<file path="src/rtl/fflags_queue_ctrl.sv">
// fflags_queue_ctrl: in-order queue controller for the floating-point exception-flag RAM.
// The FP writeback path enqueues per-instruction flags. Commit dequeues them in the same
// order, and the committed flags are ORed into the sticky architectural fflags register.
// Optional build macro: FFLAGS_QUEUE_BYPASS_EN. When it is defined, an empty queue passes
// enq_flags straight through to the dequeue side in the same cycle.
module fflags_queue_ctrl #(
  parameter int unsigned DEPTH   = 5,
  parameter int unsigned ADDR_W  = 3,
  parameter int unsigned FLAGS_W = 5
) (
  input  logic               clock,
  input  logic               reset_n,
  input  logic               enq_valid,
  output logic               enq_ready,
  input  logic [FLAGS_W-1:0] enq_flags,
  output logic               deq_valid,
  input  logic               deq_ready,
  output logic [FLAGS_W-1:0] deq_flags,
  input  logic               flush,
  input  logic               csr_wr_en,
  input  logic [FLAGS_W-1:0] csr_wr_data,
  output logic [FLAGS_W-1:0] fflags_acc,
  output logic [ADDR_W-1:0]  count,
  output logic [ADDR_W-1:0]  ram_W0_addr,
  output logic               ram_W0_en,
  output logic [FLAGS_W-1:0] ram_W0_data,
  output logic [ADDR_W-1:0]  ram_R0_addr,
  output logic               ram_R0_en,
  input  logic [FLAGS_W-1:0] ram_R0_data
);

  localparam logic [ADDR_W-1:0] LastIdx = ADDR_W'(DEPTH - 1);
  localparam logic [ADDR_W-1:0] FullCnt = ADDR_W'(DEPTH);

  logic [ADDR_W-1:0]  head_q, head_d;
  logic [ADDR_W-1:0]  tail_q, tail_d;
  logic [ADDR_W-1:0]  count_q, count_d;
  logic [FLAGS_W-1:0] acc_q, acc_d;

  logic q_valid;     // the queue itself holds a presentable head entry
  logic byp_active;  // the empty queue forwards enq_flags to the dequeue side
  logic byp_take;    // the forwarded entry is consumed directly and never stored
  logic enq_fire;    // the entry is written into the RAM
  logic q_deq_fire;  // the head entry is popped from the RAM
  logic deq_fire;    // commit consumes an entry, from either the RAM or the bypass

  // Steps a pointer forward, wrapping DEPTH-1 back to 0 so non-power-of-2 depths work.
  function automatic logic [ADDR_W-1:0] ptr_inc(input logic [ADDR_W-1:0] ptr);
    return (ptr == LastIdx) ? '0 : ptr + ADDR_W'(1);
  endfunction

`ifdef FFLAGS_QUEUE_BYPASS_EN
  assign byp_active = (count_q == '0) && enq_valid && !flush;
`else
  assign byp_active = 1'b0;
`endif

  // Derives the handshakes and their fire conditions. Flush masks both sides.
  always_comb begin
    q_valid    = (count_q != '0) && !flush;
    enq_ready  = (count_q != FullCnt) && !flush;
    deq_valid  = q_valid || byp_active;
    byp_take   = byp_active && deq_ready;
    enq_fire   = enq_valid && enq_ready && !byp_take;
    q_deq_fire = q_valid && deq_ready;
    deq_fire   = deq_valid && deq_ready;
  end

  // Drives the dequeue data. Undefined RAM data is masked whenever the read is disabled.
  always_comb begin
    deq_flags = '0;
    if (byp_active) begin
      deq_flags = enq_flags;
    end else if (q_valid) begin
      deq_flags = ram_R0_data;
    end
  end

  // Drives the RAM ports. The write port is idle unless an enqueue fires.
  always_comb begin
    ram_W0_en   = enq_fire;
    ram_W0_addr = enq_fire ? tail_q : '0;
    ram_W0_data = enq_fire ? enq_flags : '0;
    ram_R0_en   = q_valid;
    ram_R0_addr = head_q;
  end

  // Computes the pointer and occupancy next state. Flush returns the queue to empty.
  always_comb begin
    head_d  = head_q;
    tail_d  = tail_q;
    count_d = count_q;
    if (flush) begin
      head_d  = '0;
      tail_d  = '0;
      count_d = '0;
    end else begin
      if (enq_fire) begin
        tail_d = ptr_inc(tail_q);
      end
      if (q_deq_fire) begin
        head_d = ptr_inc(head_q);
      end
      unique case ({enq_fire, q_deq_fire})
        2'b10:   count_d = count_q + ADDR_W'(1);
        2'b01:   count_d = count_q - ADDR_W'(1);
        default: count_d = count_q;
      endcase
    end
  end

  // Computes the sticky flags. A CSR write replaces the value, but a same-cycle commit
  // is still merged in so that its flags are not lost.
  always_comb begin
    acc_d = acc_q;
    if (csr_wr_en) begin
      acc_d = csr_wr_data | (deq_fire ? deq_flags : '0);
    end else if (deq_fire) begin
      acc_d = acc_q | deq_flags;
    end
  end

  // Holds the state registers. Reset is asynchronous and active-low.
  always_ff @(posedge clock or negedge reset_n) begin
    if (!reset_n) begin
      head_q  <= '0;
      tail_q  <= '0;
      count_q <= '0;
      acc_q   <= '0;
    end else begin
      head_q  <= head_d;
      tail_q  <= tail_d;
      count_q <= count_d;
      acc_q   <= acc_d;
    end
  end

  assign count      = count_q;
  assign fflags_acc = acc_q;

endmodule

</file>
<file path="config.mk">
export PLATFORM = sky130hd
export DESIGN_NAME = fflags_queue_ctrl
export DESIGN_NICKNAME = d
export VERILOG_FILES = /design/src/rtl/fflags_queue_ctrl.sv
export SDC_FILE = /design/constraint.sdc
export NUM_CORES = 1
export LEC_CHECK = 0
export BUFFER_PORTS_ARGS = -buffer_cell sky130_fd_sc_hd__clkbuf_2
export CAP_MARGIN = 10
export CORE_UTILIZATION = 46
export CTS_BUF_LIST = sky130_fd_sc_hd__clkbuf_8
export DETAILED_ROUTE_END_ITERATION = 10
export GPL_TIMING_DRIVEN = 0
export PLACE_DENSITY = 0.82
export SYNTH_ARGS = -nofsm -noshare
export SYNTH_HDL_FRONTEND = slang
export SYNTH_SLANG_ARGS = --single-unit
export TNS_END_PERCENT = 1
</file>
<file path="constraint.sdc">
create_clock -name clock -period 2.8 [get_ports clock]
set_clock_uncertainty 0.2 [all_clocks]
set_input_delay 0.14 -clock clock [delete_from_list [all_inputs] [get_ports clock]]
set_output_delay 0.14 -clock clock [all_outputs]
set_load 0.03 [all_outputs]
</file>
==> impl_metrics.py <==
metrics = {
    "outcome": {
        "outcome": "finished clean",
    },
    "route": {
        "ant_nets": 0,
        "wirelength_mm": 2.61,
        "viasPerCell": 5.32,
        "vias": 973,
        "first_pass_iters": 4,
        "routed-wl-met2_mm": 1.36,
        "wl_met3_um": 107,
        "drt_first_iter_violations": 23,
        "drcViolationCount": 0,
        "wl_per_cell_um": 14.3,
        "highest_layer": "met4",
        "met1_length_mm": 1.09,
    },
    "setup_path": {
        "cp_top_family": "simple AND/OR/NAND/NOR gates",
        "crit_end": "count[2]",
        "end_kind": "register",
        "r2r-start": "count[0]",
        "path_buf_inv": 1,
        "reg2reg_slack_ns": 0.17,
        "critical_path.max_fanout": 10,
        "reg2reg_depth": 9,
        "max_stage_delay_ns": 0.47,
        "cp-start-kind": "register",
        "path_cells": "and3b_1 -> nor3b_4 -> buf_4 -> nor3_1 -> fa_1 -> nor3_1 -> a21oi_1 -> mux2_2 -> a21oi_1",
        "cp_data_arrival_time_ns": 2.60,
        "crit_slowest_cell": "dfrtp_2",
        "path_depth": 9,
        "crit_start": "count[0]",
        "timing.rr.end": "count[2]",
        "worstSetupPathType": "register to register",
        "cp_data_required_time_ns": 2.77,
    },
    "placement": {
        "port_buffers": 46,
        "post-dp-hpwl_mm": 1.83,
        "place_ws_ns": 0.00218,
        "gp_congestion": 0.820,
    },
    "die": {
        "die-area_um2": 2180,
        "core_um2": 1800,
        "die_x_um": 46.7,
        "rows": 15,
        "pin_count": 49,
        "start_util_pct": 50.9,
        "fp.dieH_um": 46.7,
    },
    "logic_synthesis": {
        "synth.top_cell.area_share_pct": 38.2,
        "synthCells": 96,
        "synth-edff-count": 0,
        "seq_area_frac_synth_pct": 38.2,
        "synth_flop_cell": "dfrtp_1",
        "synthTopCellsByCount": "dfrtp_1 (14), and2_1 (13), nor2_1 (8)",
        "yosysWarnings": 0,
        "synth_top_area_cell": "dfrtp_1",
        "ys_ff_latch": 14,
        "synth.cell_area_um2": 917,
        "syn_avg_cell_area_um2": 9.55,
        "synth_most_common_cell": "dfrtp_1",
        "synthTopCellsByArea": "dfrtp_1 (38%), and2_1 (8.9%), a221o_1 (5.5%)",
        "ys_async_sr_fraction_pct": 100,
        "syn-num-nets": 122,
        "ys_types": 32,
    },
    "sta": {
        "slew_headroom_pct": 66.6,
        "fmax_mhz": 381,
        "tightest_slew_ns": 0.502,
        "slew_violations": 0,
        "setup_viol": 0,
        "finalHoldViolations": 0,
        "rsz0062_at_grt": "no",
        "fin_tns_setup_ns": 0,
        "period_share_pct": 93.8,
        "period_needed_ns": 2.63,
        "fin_ws_ns": 0.174,
    },
    "clock_network": {
        "cts.sinks": 14,
        "cts_resized": 0,
        "h-tree-depth": 1,
        "clkTransAtPathRegs_ns": 0.07,
        "clk_latency_ns": 0.26,
        "clk_path_buf_depth": 2,
        "cts_made_buffers": 3,
        "tritoncts": "done",
        "cts_root_buf": "clkbuf_8",
    },
    "global_routing": {
        "grt_pass1_wl_mm": 3.71,
        "antenna_found_initial": 0,
        "first_global_vias": 831,
        "grt_max_degree": 15,
        "overflow": 0,
        "track_usage_pct": 25.2,
    },
    "pwr": {
        "p_total_mw": 0.638,
        "p_leak_nw": 0.684,
        "irDropWorstVdd_v": 0.000359,
        "powerDensity_nw_per_um2": 472,
    },
    "cells_and_area": {
        "area_growth_syn_to_layout_pct": 47.6,
        "final_layout_size_suffix_gt1_share_pct": 38.0,
        "final-seq-area_um2": 353,
        "multiInputGateArea_um2": 517,
        "nets": 185,
        "fill_cells": 140,
        "diodes": 0,
    },
    "run": {
        "maxCapViolCount": 0,
    },
    "worst_hold_path": {
        "hp-class": "input pin to register",
    },
}
[sequential cells by signal (all words and copies together) (netlist names)]
name	count
ram_R0_addr	3
tail_q	3
count	3
fflags_acc	5
[stage by stage]
stage / cells / hold WS (ns) / util (%) / area [µm²]
detailed placement: 167 / -0.126 / 65.6 / 1180
global placement: 167 / -0.135 / 65.6 / 1180
global route: 183 / 0.130 / 75.1 / 1350
floorplan: 96 / -0.356 / - / 920
CTS: 183 / 0.0942 / 75.1 / 1350
finish: 183 / 0.0706 / 75.1 / 1350
[final cells by class]
type / count / area share (%)
inverters: 5 / 1.39
clock buffers: 4 / 4.07
flip-flops and latches: 14 / 26.1
multi-input cells: 71 / 38.2
well taps: 25 / 2.31
repair buffers: 58 / 25.7
plain buffers: 6 / 2.31
[timing repair]
item,4_1_cts,5_1_grt
hold buffers,11,0
setup endpoints to repair,2,0
endpoints found under the hold margin,19,0
buffers inserted,1,0
[where the power goes]
part / total, mW / switching (mW) / internal, mW
logic: 0.196 / 0.116 / 0.0801
registers: 0.233 / 0.0155 / 0.218
clock network: 0.209 / 0.0837 / 0.125
total: 0.638 / 0.216 / 0.423
[placed cells by master (no fill, tap or decap), drive strengths merged]
master       instances
inv                  5
and2                13
o211ai               1
ha                   4
a211oi               1
or3b                 2
nand3                3
fa                   1
xnor2                2
nand2                1
a32o                 1
mux2                 1
nand4                1
o31ai                3
nand3b               1
nor3b                1
mux2i                2
clkbuf              52
a21oi                5
and3b                1
nand2b               2
a2111o               1
buf                  5
a221o                5
nor3                 3
o21ai                2
nor2                 8
dfrtp               14
nor2b                6
dlygate4sd3         11
[worst register-to-register path, cell delays in order (launching register included)]
cell,delay [ns]
dfrtp_2,0.47
and3b_1,0.24
nor3b_4,0.21
buf_4,0.19
nor3_1,0.07
fa_1,0.46
nor3_1,0.22
a21oi_1,0.06
mux2_2,0.26
a21oi_1,0.16
[metal layers]
layer / GRT usage [%] / vias to the layer above
li1: - / 458
met1: 29.7 / 476
met2: 44.2 / 32
met3: 2.35 / 7
met4: 14.3 / 0
met5: 0 / -
[how the worst min path moves through the flow]
stage,from,to,cells after the start,slack [ns]
floorplan,reset_n,count[0],0,-0.36
global placement,reset_n,ram_R0_addr[2],1,-0.13
detailed placement,reset_n,tail_q[1],1,-0.13
CTS,deq_ready,count[1],4,0.09
global route,deq_ready,count[1],4,0.13
finish,deq_ready,count[1],4,0.07
[cell families after synthesis]
group | after synthesis | synth area share, %
multiplexers | 3 | 3.41
flip-flops | 14 | 38.2
adder cells (fa/ha/maj) | 5 | 7.64
AND/OR/NAND/NOR | 42 | 27.7
AO/OA/AOI/OAI | 19 | 15.7
buffers and inverters | 11 | 5.46
XOR/XNOR | 2 | 1.91
Power figures use the tool's default switching activity.
